`src/rtl/des_region_scheduler.sv`:
```
`default_nettype none
// +--------------------------------------------------------------------------+
// | Module      : des_region_scheduler                                       |
// | Description : Hands a contiguous range of DES key-search regions out to  |
// |               NUM_CORES des_block_wrapper instances, sequencing each one |
// |               through READ_REGION -> START -> done -> RESTART, and       |
// |               returns (region, counter) results on one valid/ready port. |
// | Ports       : clk, rst (sync, active-high)                               |
// |               job_start, region_first, region_last -> job request        |
// |               busy, all_done                       -> job status         |
// |               core_cmd/_valid/_region, core_cmd_read,                    |
// |               core_done, core_counter              -> per-core link      |
// |               res_valid, res_ready, res_region, res_counter -> results   |
// | Revision    : 1.0 - initial release                                      |
// +--------------------------------------------------------------------------+
module des_region_scheduler #(
    parameter int NUM_CORES = 4,
    parameter int REGION_W  = 16,
    parameter int CNT_W     = 64
) (
    input  logic                       clk,
    input  logic                       rst,
    input  logic                       job_start,
    input  logic [REGION_W-1:0]        region_first,
    input  logic [REGION_W-1:0]        region_last,
    output logic                       busy,
    output logic                       all_done,
    output logic [32*NUM_CORES-1:0]    core_cmd,
    output logic [NUM_CORES-1:0]       core_cmd_valid,
    output logic [32*NUM_CORES-1:0]    core_region,
    input  logic [NUM_CORES-1:0]       core_cmd_read,
    input  logic [NUM_CORES-1:0]       core_done,
    input  logic [CNT_W*NUM_CORES-1:0] core_counter,
    output logic                       res_valid,
    input  logic                       res_ready,
    output logic [REGION_W-1:0]        res_region,
    output logic [CNT_W-1:0]           res_counter
);

    localparam int c_PTR_W = (NUM_CORES > 1) ? $clog2(NUM_CORES) : 1;

    localparam logic [2:0] c_ST_IDLE    = 3'd0;
    localparam logic [2:0] c_ST_LOAD    = 3'd1;
    localparam logic [2:0] c_ST_START   = 3'd2;
    localparam logic [2:0] c_ST_RUN     = 3'd3;
    localparam logic [2:0] c_ST_REPORT  = 3'd4;
    localparam logic [2:0] c_ST_RESTART = 3'd5;

    localparam logic [1:0] c_CMD_READ    = 2'd0;
    localparam logic [1:0] c_CMD_START   = 2'd1;
    localparam logic [1:0] c_CMD_RESTART = 2'd3;

    // Job state. The range pointers carry one extra bit so that a job ending
    // at the all-ones region terminates instead of wrapping to zero.
    logic                r_busy;
    logic                r_all_done;
    logic [REGION_W:0]   r_next_reg;
    logic [REGION_W:0]   r_last_reg;

    logic                r_res_valid;
    logic [REGION_W-1:0] r_res_region;
    logic [CNT_W-1:0]    r_res_counter;
    logic [c_PTR_W-1:0]  r_rr_ptr;

    logic [NUM_CORES-1:0] w_idle;
    logic [NUM_CORES-1:0] w_report;
    logic [NUM_CORES-1:0] w_disp;
    logic [NUM_CORES-1:0] w_sel;
    logic [NUM_CORES-1:0] w_grant;
    logic [REGION_W-1:0]  w_core_reg [NUM_CORES];
    logic [CNT_W-1:0]     w_core_cnt [NUM_CORES];

    logic                w_accept;
    logic                w_empty_job;
    logic [REGION_W:0]   w_cur;
    logic [REGION_W:0]   w_lim;
    logic                w_avail;
    logic                w_dispatch;
    logic                w_exhausted;
    logic                w_finished;
    logic                w_any_idle;
    logic                w_found;
    logic                w_do_grant;
    logic [c_PTR_W-1:0]  w_gidx;
    logic [c_PTR_W-1:0]  w_ptr_nxt;
    logic [REGION_W-1:0] w_g_region;
    logic [CNT_W-1:0]    w_g_counter;

    // On the accepting cycle the range comes straight from the inputs so the
    // first region is dispatched on the same edge that latches the job.
    assign w_accept    = job_start & ~r_busy;
    assign w_empty_job = (region_last < region_first);
    assign w_cur       = w_accept ? {1'b0, region_first} : r_next_reg;
    assign w_lim       = w_accept ? {1'b0, region_last}  : r_last_reg;
    assign w_avail     = (w_accept | r_busy) & (w_cur <= w_lim);
    assign w_exhausted = (r_next_reg > r_last_reg);
    assign w_finished  = r_busy & w_exhausted & (&w_idle) & ~r_res_valid;
    assign w_dispatch  = |w_disp;

    // Lowest-index idle core takes the next region.
    always_comb begin
        w_any_idle = 1'b0;
        w_disp     = '0;
        for (int i = 0; i < NUM_CORES; i++) begin
            if (!w_any_idle && w_idle[i]) begin
                w_any_idle = 1'b1;
                w_disp[i]  = w_avail;
            end
        end
    end

    // Round-robin among reporting cores: first pass searches from the pointer
    // upward, second pass wraps around to the low indices.
    always_comb begin
        w_found     = 1'b0;
        w_sel       = '0;
        w_gidx      = '0;
        w_g_region  = '0;
        w_g_counter = '0;
        for (int i = 0; i < NUM_CORES; i++) begin
            if (!w_found && w_report[i] && (i >= int'(r_rr_ptr))) begin
                w_found     = 1'b1;
                w_sel[i]    = 1'b1;
                w_gidx      = c_PTR_W'(i);
                w_g_region  = w_core_reg[i];
                w_g_counter = w_core_cnt[i];
            end
        end
        for (int i = 0; i < NUM_CORES; i++) begin
            if (!w_found && w_report[i]) begin
                w_found     = 1'b1;
                w_sel[i]    = 1'b1;
                w_gidx      = c_PTR_W'(i);
                w_g_region  = w_core_reg[i];
                w_g_counter = w_core_cnt[i];
            end
        end
    end

    // Only one result in flight: a new grant waits until the port is empty.
    assign w_do_grant = w_found & ~r_res_valid;
    assign w_grant    = w_do_grant ? w_sel : '0;
    assign w_ptr_nxt  = (w_gidx == c_PTR_W'(NUM_CORES - 1)) ? '0 : (w_gidx + c_PTR_W'(1));

    always_ff @(posedge clk) begin
        if (rst) begin
            r_busy     <= 1'b0;
            r_all_done <= 1'b0;
            r_next_reg <= '0;
            r_last_reg <= '0;
        end else begin
            if (w_accept) begin
                r_last_reg <= w_lim;
                r_busy     <= ~w_empty_job;
                r_all_done <= w_empty_job;
            end else if (w_finished) begin
                r_busy     <= 1'b0;
                r_all_done <= 1'b1;
            end
            if (w_dispatch) begin
                r_next_reg <= w_cur + (REGION_W + 1)'(1);
            end else if (w_accept) begin
                r_next_reg <= w_cur;
            end
        end
    end

    always_ff @(posedge clk) begin
        if (rst) begin
            r_res_valid   <= 1'b0;
            r_res_region  <= '0;
            r_res_counter <= '0;
            r_rr_ptr      <= '0;
        end else if (w_do_grant) begin
            r_res_valid   <= 1'b1;
            r_res_region  <= w_g_region;
            r_res_counter <= w_g_counter;
            r_rr_ptr      <= w_ptr_nxt;
        end else if (r_res_valid && res_ready) begin
            r_res_valid   <= 1'b0;
        end
    end

    for (genvar g = 0; g < NUM_CORES; g++) begin : g_core
        logic [2:0]          r_state;
        logic                r_valid;
        logic [1:0]          r_cmd;
        logic [REGION_W-1:0] r_region;
        logic [CNT_W-1:0]    r_counter;

        // Every accepted command drops valid on the following edge; START
        // re-raises valid one cycle later so the wrapper sees a clean gap.
        always_ff @(posedge clk) begin
            if (rst) begin
                r_state   <= c_ST_IDLE;
                r_valid   <= 1'b0;
                r_cmd     <= c_CMD_READ;
                r_region  <= '0;
                r_counter <= '0;
            end else begin
                case (r_state)
                    c_ST_IDLE: begin
                        if (w_disp[g]) begin
                            r_state  <= c_ST_LOAD;
                            r_valid  <= 1'b1;
                            r_cmd    <= c_CMD_READ;
                            r_region <= w_cur[REGION_W-1:0];
                        end
                    end
                    c_ST_LOAD: begin
                        if (core_cmd_read[g]) begin
                            r_valid <= 1'b0;
                            r_state <= c_ST_START;
                        end
                    end
                    c_ST_START: begin
                        if (!r_valid) begin
                            r_valid <= 1'b1;
                            r_cmd   <= c_CMD_START;
                        end else if (core_cmd_read[g]) begin
                            r_valid <= 1'b0;
                            r_state <= c_ST_RUN;
                        end
                    end
                    c_ST_RUN: begin
                        if (core_done[g]) begin
                            r_counter <= core_counter[g*CNT_W +: CNT_W];
                            r_state   <= c_ST_REPORT;
                        end
                    end
                    c_ST_REPORT: begin
                        if (w_grant[g]) begin
                            r_state <= c_ST_RESTART;
                            r_valid <= 1'b1;
                            r_cmd   <= c_CMD_RESTART;
                        end
                    end
                    c_ST_RESTART: begin
                        if (core_cmd_read[g]) begin
                            r_valid <= 1'b0;
                            r_state <= c_ST_IDLE;
                        end
                    end
                    default: begin
                        r_state <= c_ST_IDLE;
                        r_valid <= 1'b0;
                    end
                endcase
            end
        end

        assign w_idle[g]                = (r_state == c_ST_IDLE);
        assign w_report[g]              = (r_state == c_ST_REPORT);
        assign w_core_reg[g]            = r_region;
        assign w_core_cnt[g]            = r_counter;
        assign core_cmd[g*32 +: 32]     = {30'd0, r_cmd};
        assign core_cmd_valid[g]        = r_valid;
        assign core_region[g*32 +: 32]  = 32'(r_region);
    end

    assign busy        = r_busy;
    assign all_done    = r_all_done;
    assign res_valid   = r_res_valid;
    assign res_region  = r_res_region;
    assign res_counter = r_res_counter;

endmodule
`default_nettype wire

```
`config.mk`:
```
export PLATFORM = sky130hd
export DESIGN_NAME = des_region_scheduler
export DESIGN_NICKNAME = d
export VERILOG_FILES = /design/src/rtl/des_region_scheduler.sv
export SDC_FILE = /design/constraint.sdc
export NUM_CORES = 1
export LEC_CHECK = 0
export BUFFER_PORTS_ARGS = -buffer_cell sky130_fd_sc_hd__buf_2
export CAP_MARGIN = 25
export CORE_AREA = 2 2 251 253
export CTS_BUF_LIST = sky130_fd_sc_hd__clkbuf_16
export CTS_CLUSTER_SIZE = 25
export DETAILED_ROUTE_END_ITERATION = 10
export DIE_AREA = 0 0 253 255
export SKIP_CTS_REPAIR_TIMING = 1
export SLEW_MARGIN = 15
export SYNTH_ARGS = -nofsm -noshare
export SYNTH_HDL_FRONTEND = slang
export SYNTH_SLANG_ARGS = --single-unit
```
`constraint.sdc`:
```
create_clock -name clk -period 4 [get_ports clk]
set_clock_uncertainty 0.05 [all_clocks]
set_input_delay 0.4 -clock clk [delete_from_list [all_inputs] [get_ports clk]]
set_output_delay 0.4 -clock clk [all_outputs]
set_load 0.01 [all_outputs]
```
==> impl_metrics.env <==
export IMPL_clk_pin_slew_ps=70
export IMPL_arrival_ps=4120
export IMPL_dp_cells=3830
export IMPL_floorplan_initialDensity_pct=34.4
export IMPL_violations="negative hold slack"
export IMPL_maxCapViolCount=0
export IMPL_holdWs_ps=-9.32
export IMPL_io_pins=643
export IMPL_grt_usage_pct=23.5
export IMPL_syn2layout_area_growth_pct=22.2
export IMPL_drt_iter0_markers=1830
export IMPL_powerDensity_mw_per_mm2=429
export IMPL_die_w_um=253
export IMPL_layout_nets=3487
export IMPL_fillers=6465
export IMPL_firstDrtPassIters=7
export IMPL_outcome="complete, but fails checks"
export IMPL_dieArea_mm2=0.0645
export IMPL_synth_area_mm2=0.0214
export IMPL_coreArea_mm2=0.0622
export IMPL_required_ps=4440
export IMPL_grt_start_max_net_pins=190
export IMPL_ir_drop_uv=280
export IMPL_io_buffers=458
export IMPL_p_comb_share_pct=14.0
export IMPL_grt_pass1_wl_mm=116
export IMPL_yosysSeqAreaShare_pct=43.4
export IMPL_drc=0
export IMPL_antenna_found_initial=7
export IMPL_drv_slew=0
export IMPL_gp_congestion=0.868
export IMPL_ys_warn_count=0
export IMPL_grt_pass1_vias=18900
export IMPL_power_leakage_nw=10.6
export IMPL_fin_util_pct=42.0
export IMPL_dp_hpwl_mm=53.7
export IMPL_switching_power_mw=3.17
export IMPL_syn_area_per_cell_um2=7.91
export IMPL_root_buffer="clkbuf_16"
export IMPL_ys_ff_latch=463
export IMPL_final_layout_size_suffix_gt1_share_pct=20.5
export IMPL_clock_fmax_ghz=0.272
export IMPL_worst_path_max_fanout=33
export IMPL_finalSetupViolations=0
export IMPL_grtUsageMet1_pct=30.9
export IMPL_grt_overflow=0
export IMPL_ys_types=73
export IMPL_grtUsageMet2_pct=38.3
export IMPL_path_class="flip-flop to flip-flop"
export IMPL_async_flop_share_pct=0
export IMPL_clk_latency_ps=590
export IMPL_swShare_pct=28.3
export IMPL_cellInternalPower_mw=8.03
export IMPL_hold_viol=4
export IMPL_clk_path_buf_depth=3
export IMPL_tightest_slew_ps=1220
export IMPL_period_share_pct=92.0
export IMPL_grt_busiest_layer="met2"
export IMPL_seq_area_mm2=0.00927
export IMPL_wl_per_cell_um=20.2
export IMPL_ys_top_cells_by_count="635 x nand2_1, 463 x dfxtp_1, 348 x a21oi_1"
export IMPL_setup_tns_ps=0
export IMPL_synth_edf_count=0
export IMPL_rsz0062_at_grt="false"
export IMPL_clkPwrFrac_pct=41.3
export IMPL_p_seq_share_pct=44.7
export IMPL_synth_ff_type="dfxtp_1"
export IMPL_vias=20700
export IMPL_use_met3_pct=4.59
export IMPL_syn_inst=2702
export IMPL_ant_nets=0
export IMPL_synth_top_area_share_pct=43.4
export IMPL_largest_reg_flops=256
export IMPL_tritoncts="yes"
export IMPL_fin_cells=3983
export IMPL_ys_top_cells_by_area="dfxtp_1 43%, nand2_1 11%, a21oi_1 8.2%"
export IMPL_cts_inserted_buffers=52
export IMPL_slew_headroom_pct=18.2
export IMPL_dieHeight_um=255
export IMPL_ctsHtreeMaxLevel=2
export IMPL_critPathCaptureType="flip-flop"
export IMPL_rows=92
export IMPL_min_period_ps=3680
export IMPL_drt_vias_per_instance=5.20
export IMPL_worstHoldPathType="input port to flip-flop"
export IMPL_synth_area_leader_cell="dfxtp_1"
export IMPL_drt_wl_total_mm=80.4
export IMPL_top_register="g_core.r_counter"
export IMPL_crit_path_start_kind="flip-flop"
export IMPL_numClockSinks=463
export IMPL_multi_input_area_mm2=0.0104
export IMPL_synth_most_common_cell="nand2_1"
-- logic make-up (layout without fill, tap and decap cells) --
logic type / after synthesis / count (layout) / share of synthesized area [%]
and+or+nand+nor: 970 / 970 / 19.0
AOI/OAI and AO/OA: 757 / 757 / 22.5
DFF: 463 / 463 / 43.4
buffers and inverters: 449 / 743 / 11.6
adders and majority gates: 50 / 50 / 2.93
muxes: 10 / 10 / 0.474
xor gates and xnor gates: 2 / 2 / 0.0820
other: 1 / 189 / 0.0176
-- layer usage --
metal / part of all wire, % / up-vias
met4: 3.0 / 6
met1: 43 / 9735
met2: 46 / 888
met3: 7.8 / 143
met5: 0.046 / -
li1: - / 9927
-- cell type report --
| class | instances | share of cell area, % |
|---|---|---|
| multi-input combinational | 1973 | 39.8 |
| sequential | 463 | 35.5 |
| timing repair buffer | 591 | 13.8 |
| clock buffer | 54 | 5.17 |
| tap | 799 | 3.83 |
| clock inverter | 42 | 1.08 |
| inverter | 56 | 0.805 |
| antenna | 5 | 0.0479 |
-- worst paths after layout --
| check | start | end | slack [ps] | depth (start not counted) |
|---|---|---|---|---|
| worst min register to register | res_counter[41] | res_counter[41] | 400 | 2 |
| worst max register to register | busy | g_core[3].r_region[5] | 320 | 14 |
| worst max-delay path | busy | g_core[3].r_region[5] | 320 | 14 |
| worst min-delay path | core_counter[65] | g_core[1].r_counter[1] | -9 | 3 |
-- per-stage QoR --
step / power [mW] / hold slack (ps) / cell area [um2] / setup WS (ps)
after floorplan: 6.06 / 386 / 22000 / 138
after global placement: 6.61 / 391 / 23900 / 100
after detailed placement: 6.62 / 393 / 23900 / 31.4
after CTS: 11.2 / -43.3 / 25600 / 171
after global routing: 11.7 / 0.142 / 26100 / 51.1
final: 11.2 / -9.32 / 26100 / 318
-- placed cells by master, fill, tap and decap left out, types with 33 or more instances in the layout --
master / n
nor3_1: 39
a211oi_1: 67
o21ai_0: 77
buf_2: 457
o211ai_1: 33
a21oi_1: 348
nor2_1: 158
clkbuf_16: 54
a31oi_1: 55
ha_1: 50
buf_4: 68
nand3_1: 45
dfxtp_1: 463
conb_1: 184
inv_1: 69
nand2_1: 634
a222oi_1: 65
dlygate4sd3_1: 49
-- critical path, stage by stage, from the launching register on --
cell      delay, ps
dfxtp_1         370
nor2b_4         320
buf_4           180
mux2i_1         220
inv_1           110
ha_1            310
nand4_1         110
or2_1           290
o41ai_2         310
a31oi_2         130
buf_4           240
nor4_4          330
buf_6           310
nor2_1           70
a211oi_1        210
-- power groups by stage --
| stage | Combinational (mW) | Sequential, mW | Clock, mW |
|---|---|---|---|
| after floorplan | 0.986 | 5.07 | 0 |
| after global placement | 1.50 | 5.11 | 0 |
| after detailed placement | 1.51 | 5.11 | 0 |
| after CTS | 1.52 | 5.01 | 4.72 |
| after global routing | 1.74 | 5.03 | 4.90 |
| final | 1.56 | 5.01 | 4.63 |
Power figures use the tool's default switching activity.
